==> src/rtl/fb_access_arbiter.sv <==
// Single-port framebuffer arbiter: scan-out reads always win, queued pixel writes and
// the clear sequencer fill whatever RAM cycles the display leaves free.
module fb_access_arbiter #(
  parameter int          FB_W        = 200,
  parameter int          FB_H        = 150,
  parameter int          SCALE_SHIFT = 2,
  parameter int          ADDR_W      = 15,
  parameter int          FIFO_DEPTH  = 4,
  parameter logic [11:0] CLEAR_COLOR = 12'h000
) (
  input  logic              clk,
  input  logic              reset_n,
  input  logic              disp_active,
  input  logic [9:0]        disp_x,
  input  logic [9:0]        disp_y,
  output logic [3:0]        pix_r,
  output logic [3:0]        pix_g,
  output logic [3:0]        pix_b,
  input  logic              wr_valid,
  output logic              wr_ready,
  input  logic [9:0]        wr_x,
  input  logic [9:0]        wr_y,
  input  logic [11:0]       wr_color,
  output logic              wr_drop,
  input  logic              clear_req,
  output logic              clear_busy,
  output logic              clear_done,
  output logic [ADDR_W-1:0] ram_addr,
  output logic              ram_we,
  output logic [11:0]       ram_wdata,
  input  logic [11:0]       ram_rdata
);

  localparam int                PTR_W    = (FIFO_DEPTH > 1) ? $clog2(FIFO_DEPTH) : 1;
  localparam logic [9:0]        FB_W_C   = 10'(FB_W);
  localparam logic [9:0]        FB_H_C   = 10'(FB_H);
  localparam logic [ADDR_W-1:0] FB_W_A   = ADDR_W'(FB_W);
  localparam logic [ADDR_W-1:0] CLR_LAST = ADDR_W'(FB_W * FB_H - 1);
  localparam logic [PTR_W:0]    FIFO_FULL_CNT = (PTR_W + 1)'(FIFO_DEPTH);

  typedef enum logic [1:0] {
    ST_IDLE,
    ST_DRAIN,
    ST_CLEAR
  } state_t;

  state_t state_reg, state_next;

  logic [9:0]        fb_dx, fb_dy;
  logic              disp_vis;
  logic [ADDR_W-1:0] disp_addr;
  logic              rd_slot;
  logic              free_slot;
  logic              last_valid_reg;
  logic [ADDR_W-1:0] last_addr_reg;

  logic              s1_vis_reg, s1_fresh_reg;
  logic [11:0]       pix_reg;

  logic              wr_fire, wr_in_range, fifo_push, fifo_pop, fifo_empty;
  logic [ADDR_W-1:0] wr_addr_calc;
  logic [PTR_W-1:0]  wptr_reg, rptr_reg;
  logic [PTR_W:0]    fifo_count_reg;
  logic [ADDR_W-1:0] fifo_addr_mem [FIFO_DEPTH];
  logic [11:0]       fifo_data_mem [FIFO_DEPTH];
  logic              wr_drop_reg;

  logic              clr_wr;
  logic [ADDR_W-1:0] clr_cnt_reg, clr_cnt_next;
  logic              clear_done_reg, clear_done_next;

  // Display side: replicated screen coordinate folds onto the low-res buffer.
  assign fb_dx     = disp_x >> SCALE_SHIFT;
  assign fb_dy     = disp_y >> SCALE_SHIFT;
  assign disp_vis  = disp_active && (fb_dx < FB_W_C) && (fb_dy < FB_H_C);
  assign disp_addr = ADDR_W'(fb_dy) * FB_W_A + ADDR_W'(fb_dx);
  assign rd_slot   = disp_vis && !(last_valid_reg && (disp_addr == last_addr_reg));
  assign free_slot = !rd_slot;

  always_ff @(posedge clk or negedge reset_n) begin
    if (!reset_n) begin
      last_valid_reg <= 1'b0;
      last_addr_reg  <= '0;
    end else if (rd_slot) begin
      last_valid_reg <= 1'b1;
      last_addr_reg  <= disp_addr;
    end else if (!disp_vis) begin
      last_valid_reg <= 1'b0;
    end
  end

  // Repeated addresses skip the RAM, so stage 2 holds the colour it already has.
  always_ff @(posedge clk or negedge reset_n) begin
    if (!reset_n) begin
      s1_vis_reg   <= 1'b0;
      s1_fresh_reg <= 1'b0;
      pix_reg      <= '0;
    end else begin
      s1_vis_reg   <= disp_vis;
      s1_fresh_reg <= rd_slot;
      if (!s1_vis_reg) begin
        pix_reg <= '0;
      end else if (s1_fresh_reg) begin
        pix_reg <= ram_rdata;
      end
    end
  end

  assign pix_r = pix_reg[11:8];
  assign pix_g = pix_reg[7:4];
  assign pix_b = pix_reg[3:0];

  // Write queue
  assign fifo_empty   = (fifo_count_reg == '0);
  assign wr_ready     = (fifo_count_reg != FIFO_FULL_CNT) && (state_reg == ST_IDLE);
  assign wr_fire      = wr_valid && wr_ready;
  assign wr_in_range  = (wr_x < FB_W_C) && (wr_y < FB_H_C);
  assign wr_addr_calc = ADDR_W'(wr_y) * FB_W_A + ADDR_W'(wr_x);
  assign fifo_push    = wr_fire && wr_in_range;
  assign clr_wr       = free_slot && (state_reg == ST_CLEAR);
  assign fifo_pop     = free_slot && (state_reg != ST_CLEAR) && !fifo_empty;

  generate
    for (genvar gi = 0; gi < FIFO_DEPTH; gi++) begin : g_fifo_entry
      always_ff @(posedge clk) begin
        if (fifo_push && (wptr_reg == PTR_W'(gi))) begin
          fifo_addr_mem[gi] <= wr_addr_calc;
          fifo_data_mem[gi] <= wr_color;
        end
      end
    end
  endgenerate

  always_ff @(posedge clk or negedge reset_n) begin
    if (!reset_n) begin
      wptr_reg       <= '0;
      rptr_reg       <= '0;
      fifo_count_reg <= '0;
      wr_drop_reg    <= 1'b0;
    end else begin
      wr_drop_reg <= wr_fire && !wr_in_range;
      if (fifo_push) begin
        wptr_reg <= wptr_reg + PTR_W'(1);
      end
      if (fifo_pop) begin
        rptr_reg <= rptr_reg + PTR_W'(1);
      end
      case ({fifo_push, fifo_pop})
        2'b10:   fifo_count_reg <= fifo_count_reg + 1'b1;
        2'b01:   fifo_count_reg <= fifo_count_reg - 1'b1;
        default: fifo_count_reg <= fifo_count_reg;
      endcase
    end
  end

  assign wr_drop = wr_drop_reg;

  // RAM port mux: display read, else clear, else queue head.
  always_comb begin
    ram_addr  = '0;
    ram_we    = 1'b0;
    ram_wdata = '0;
    if (rd_slot) begin
      ram_addr = disp_addr;
    end else if (clr_wr) begin
      ram_we    = 1'b1;
      ram_addr  = clr_cnt_reg;
      ram_wdata = CLEAR_COLOR;
    end else if (fifo_pop) begin
      ram_we    = 1'b1;
      ram_addr  = fifo_addr_mem[rptr_reg];
      ram_wdata = fifo_data_mem[rptr_reg];
    end
  end

  // Clear sequencer
  always_ff @(posedge clk or negedge reset_n) begin
    if (!reset_n) begin
      state_reg      <= ST_IDLE;
      clr_cnt_reg    <= '0;
      clear_done_reg <= 1'b0;
    end else begin
      state_reg      <= state_next;
      clr_cnt_reg    <= clr_cnt_next;
      clear_done_reg <= clear_done_next;
    end
  end

  always_comb begin
    state_next      = state_reg;
    clr_cnt_next    = clr_cnt_reg;
    clear_done_next = 1'b0;
    case (state_reg)
      ST_IDLE: begin
        if (clear_req) begin
          state_next = ST_DRAIN;
        end
      end
      ST_DRAIN: begin
        clr_cnt_next = '0;
        if (fifo_empty) begin
          state_next = ST_CLEAR;
        end
      end
      ST_CLEAR: begin
        if (clr_wr) begin
          clr_cnt_next = clr_cnt_reg + 1'b1;
          if (clr_cnt_reg == CLR_LAST) begin
            state_next      = ST_IDLE;
            clear_done_next = 1'b1;
          end
        end
      end
      default: begin
        state_next = ST_IDLE;
      end
    endcase
  end

  assign clear_busy = (state_reg != ST_IDLE);
  assign clear_done = clear_done_reg;

endmodule
==> config.mk <==
export PLATFORM = sky130hd
export DESIGN_NAME = fb_access_arbiter
export DESIGN_NICKNAME = d
export VERILOG_FILES = /design/src/rtl/fb_access_arbiter.sv
export SDC_FILE = /design/constraint.sdc
export NUM_CORES = 1
export LEC_CHECK = 0
export BUFFER_PORTS_ARGS = -buffer_cell sky130_fd_sc_hd__buf_2
export CORE_AREA = 2 2 134 136
export DETAILED_ROUTE_END_ITERATION = 8
export DIE_AREA = 0 0 136 138
export PLACE_DENSITY = 0.75
export SLEW_MARGIN = 15
export SYNTH_ARGS = -nofsm -noshare
export SYNTH_HDL_FRONTEND = slang
export SYNTH_SLANG_ARGS = --single-unit
==> constraint.sdc <==
create_clock -name clk -period 19.8 [get_ports clk]
set_clock_uncertainty 0.05 [all_clocks]
set_input_delay 3.96 -clock clk [delete_from_list [all_inputs] [get_ports clk]]
set_output_delay 3.96 -clock clk [all_outputs]
set_load 0.02 [all_outputs]
==> metrics.md <==
| Metric | Value |
|---|---|
| Bufs on Longest Clock Path | `2` |
| Maximum vdd drop | `0.0000609 V` |
| Max incr delay on CP | `roughly 0.7 ns` |
| CP required | `~16 ns` |
| Routability cong. | `between 0.8 and 0.9` |
| Min setup slack post-route | `6.85 ns` |
| Drt pass-1 iters | `6` |
| Nets | `1012` |
| DR vias/cell | `roughly 5.6` |
| Share of layout cells above drive strength 1 | `roughly 22%` |
| CP Buf/Inv Count | `5` |
| Switching share of power | `between 30% and 40%` |
| Clock latency at the later pin of the worst-skew pair | `between 0.4 and 0.5 ns` |
| Global-route wire length before repair | `29600 um` |
| Internal | `~790 uW` |
| Initial antenna violation count | `0` |
| Async SR Flop Fraction | `34.1%` |
| DIE WIDTH | `between 100 and 150 um` |
| Avg Inst Size Synth | `about 13 um2` |
| DR vias | `approximately 6000` |
| Initial DRC count | `439` |
| Number of port buffers | `108` |
| Post-CTS Hold Fix Bufs | `0` |
| Kind of cell adding the most delay to the critical path | `adder cells` |
| Number of enable flip-flop cells after synthesis | `between 100 and 150` |
| Fin area | `0.0108 mm2` |
| Layout Cells excl Fill | `approximately 1100` |
| Grt ovf | `0` |
| Yosys Warn Count | `0` |
| Filler cells | `roughly 1400` |
| Reg clk slew, reported paths | `~0.060 ns` |
| Post-CTS setup buffers | `0` |
| Final hold violation count | `0` |
| Final setup TNS | `0 ns` |
| Max transition margin | `between 30% and 40%` |
| Antenna Nets Post-Route | `0` |
| Outcome | `finished clean` |
| Max Fclk | `roughly 77 MHz` |
| Cts bufs inserted | `17` |
| Post-synthesis sequential area ratio | `between 40% and 50%` |
| # rows | `49` |
| Crit-path most repeated cell | `ha_1` |
| Main synth FF type | `edfxtp_1` |
| Core region area | `0.0175 mm2` |
| Drc violations | `0` |
| Top Ports | `113` |
| Multi-input gate area | `approximately 0.0043 mm2` |
| Type of origin of the critical path | `input port` |
| LEAKAGE | `0.00468 uW` |
| Slowest CP cell | `fa_1` |
| Worst Max-Slew Pin Slew | `roughly 0.95 ns` |
| Largest net degree at the start of global routing | `82` |
| Worst path cell trace | `buf_2, ha_1, ha_1, ha_1, inv_1, fa_1, and3b_1, a221oi_1, xnor2_1, xnor2_1, nor4b_1, o2111ai_1, o21ai_4, buf_4, inv_2, a21oi_1, buf_2` |
| P per Cell Area | `around 120 mW/mm2` |
| Clock share of power | `26.0%` |
| CTS tree | `yes` |
| Number of global-route vias before repair | `roughly 6100` |
| Post-DP HPWL | `12500 um` |
| Largest Register | `fifo_addr_mem` |
| RSZ-0062 raised after global routing | `false` |
| Die H | `around 140 um` |
| Post-synthesis cell count | `~750` |
| Design Power | `~1200 uW` |
| Max cap viols | `0` |
| Crit share post-route | `between 60% and 70%` |
| Initial Util | `53.6%` |
| Hold crit path type | `flop to flop` |
| Htree depth | `4` |
| CTS resizes | `0` |
| DIE AREA | `about 0.019 mm2` |
| Seq. cell area | `approximately 0.0046 mm2` |
| Crit path time final | `roughly 13 ns` |
| WS Path Type | `input port to output pin` |
| Switch Pwr | `between 400 and 500 uW` |
| CP Data Arrival Time | `between 8 and 9 ns` |
| CTS sink cnt | `164` |
| Mapped Nets | `just over 900` |
| Synthesized flop and latch total | `between 150 and 200` |
| Mapped Area | `0.00941 mm2` |
| Synth unique cells | `63` |
| Largest regs | `fifo_addr_mem (60), fifo_data_mem (48)` |
| Crit-path max FO | `just over 80` |
| Setup Viol. Count Final | `0` |
| Critical Path Sink Type | `output pin` |
| Combinational share of power | `between 30% and 40%` |
| Area grow syn2layout | `14.6%` |
| Max FFs per register | `60` |
| Placed Instances | `approximately 1100` |
| Max-slew violations | `0` |
| Overall routing resource usage | `between 10% and 20%` |
| Sequential power share | `36.1%` |
| Avg WL per Cell | `approximately 16 um` |
| Post-place setup slack | `6.86 ns` |
| Root buf cell | `clkbuf_16` |
| Antenna cells | `0` |
| WL final | `approximately 18000 um` |
| Placed cell area | `roughly 0.010 mm2` |
layout make-up:
type	instances	share of cell area (%)
clock inverter	15	1.61
multi-input combinational	476	40.2
tap	229	2.66
sequential	164	43.1
timing repair buffer	118	5.71
inverter	80	2.79
clock buffer	17	3.95
cell families (layout without fill, tap and decap cells):
group                    after synthesis  count (layout)  synth area share, %
AO/OA/AOI/OAI                        125             125                 9.49
AND/OR/NAND/NOR                      156             156                 8.95
adder cells (fa/ha/maj)               86              86                 12.3
buffers and inverters                112             230                 4.60
flip-flops                           164             164                 49.4
XOR/XNOR                              58              58                 6.17
multiplexers                          51              51                 9.09
Yosys cell counts, drive strengths merged, types with 5 or more instances:
| cell | number | share of area (%) |
|---|---|---|
| buf | 11 | 0.57 |
| nand3 | 18 | 0.96 |
| and3 | 24 | 1.6 |
| mux2i | 19 | 2.0 |
| nand2 | 27 | 1.1 |
| a311oi | 5 | 0.53 |
| inv | 80 | 3.2 |
| mux4 | 27 | 6.5 |
| nor2b | 15 | 1.0 |
| ha | 75 | 10 |
| o21bai | 7 | 0.56 |
| nor2 | 29 | 1.2 |
| or4 | 5 | 0.40 |
| clkbuf | 21 | 0.84 |
| a22oi | 11 | 0.88 |
| dfrtp | 56 | 15 |
| and2 | 9 | 0.63 |
| a32o | 5 | 0.53 |
| xor2 | 18 | 1.7 |
| nand4 | 5 | 0.33 |
| xnor2 | 35 | 3.3 |
| nor3 | 6 | 0.32 |
| edfxtp | 108 | 34 |
| mux2 | 5 | 0.60 |
| a21oi | 26 | 1.4 |
| o21ai | 30 | 1.7 |
| fa | 11 | 2.3 |
worst paths after layout:
| check | slack [ns] | startpoint | to | cells after the start |
|---|---|---|---|---|
| worst max-delay path | 6.85 | disp_y[3] | ram_we | 17 |
| worst min-delay path | 0.45 | last_addr_reg[9] | last_addr_reg[9] | 2 |
| worst max register to register | 15.50 | last_addr_reg[0] | fifo_count_reg[2] | 16 |
| worst min register to register | 0.45 | last_addr_reg[9] | last_addr_reg[9] | 2 |
| max in group asynchronous | 15.53 | reset_n | rptr_reg[0] | 2 |
| min in group asynchronous | 3.62 | reset_n | last_valid_reg | 2 |
tightest hold or removal path: cells and delay by family, from the launching register on:
family          cells  cell delay [ns]
compound gates      1             0.06
flops               1             0.36
simple gates        1             0.05
power by group through the flow:
| stage | clock network [uW] | logic (uW) | registers [uW] |
|---|---|---|---|
| global placement | 0 | 462 | 455 |
| CTS | 328 | 475 | 449 |
| detailed placement | 0 | 471 | 456 |
| floorplan | 0 | 374 | 429 |
| global route | 343 | 520 | 454 |
| finish | 323 | 470 | 448 |
cells in the final DEF, fill, tap and decap left out, drive strengths merged, types with 4 or more instances in the layout:
cell type,instances
and3,24
inv,88
clkbuf,17
nand3,18
nand4,5
nor2b,15
a221o,4
o21bai,7
a22oi,11
a21o,4
a21oi,26
xor2,18
a211oi,4
mux2i,19
or4,5
nor3,6
mux2,5
dfrtp,56
a311oi,5
ha,75
edfxtp,108
mux4,27
o311ai,4
buf,118
and2,9
o21ai,30
clkinv,7
xnor2,35
fa,11
nand2,27
a32o,5
nor2,29
layer usage:
layer	up-vias	routed length [um]	track usage [%]
met2	161	8790	33.5
met4	0	208	5.59
met5	-	0	0
met1	2961	7900	26.5
li1	2983	-	-
met3	20	890	3.85
stage by stage:
stage	util [%]	hold slack [ns]
floorplan	-	0.414
global placement	58.0	0.431
detailed placement	58.0	0.437
CTS	61.5	0.450
global route	61.5	0.474
finish	61.5	0.452
Note: power is estimated with default switching activity, not from simulation.
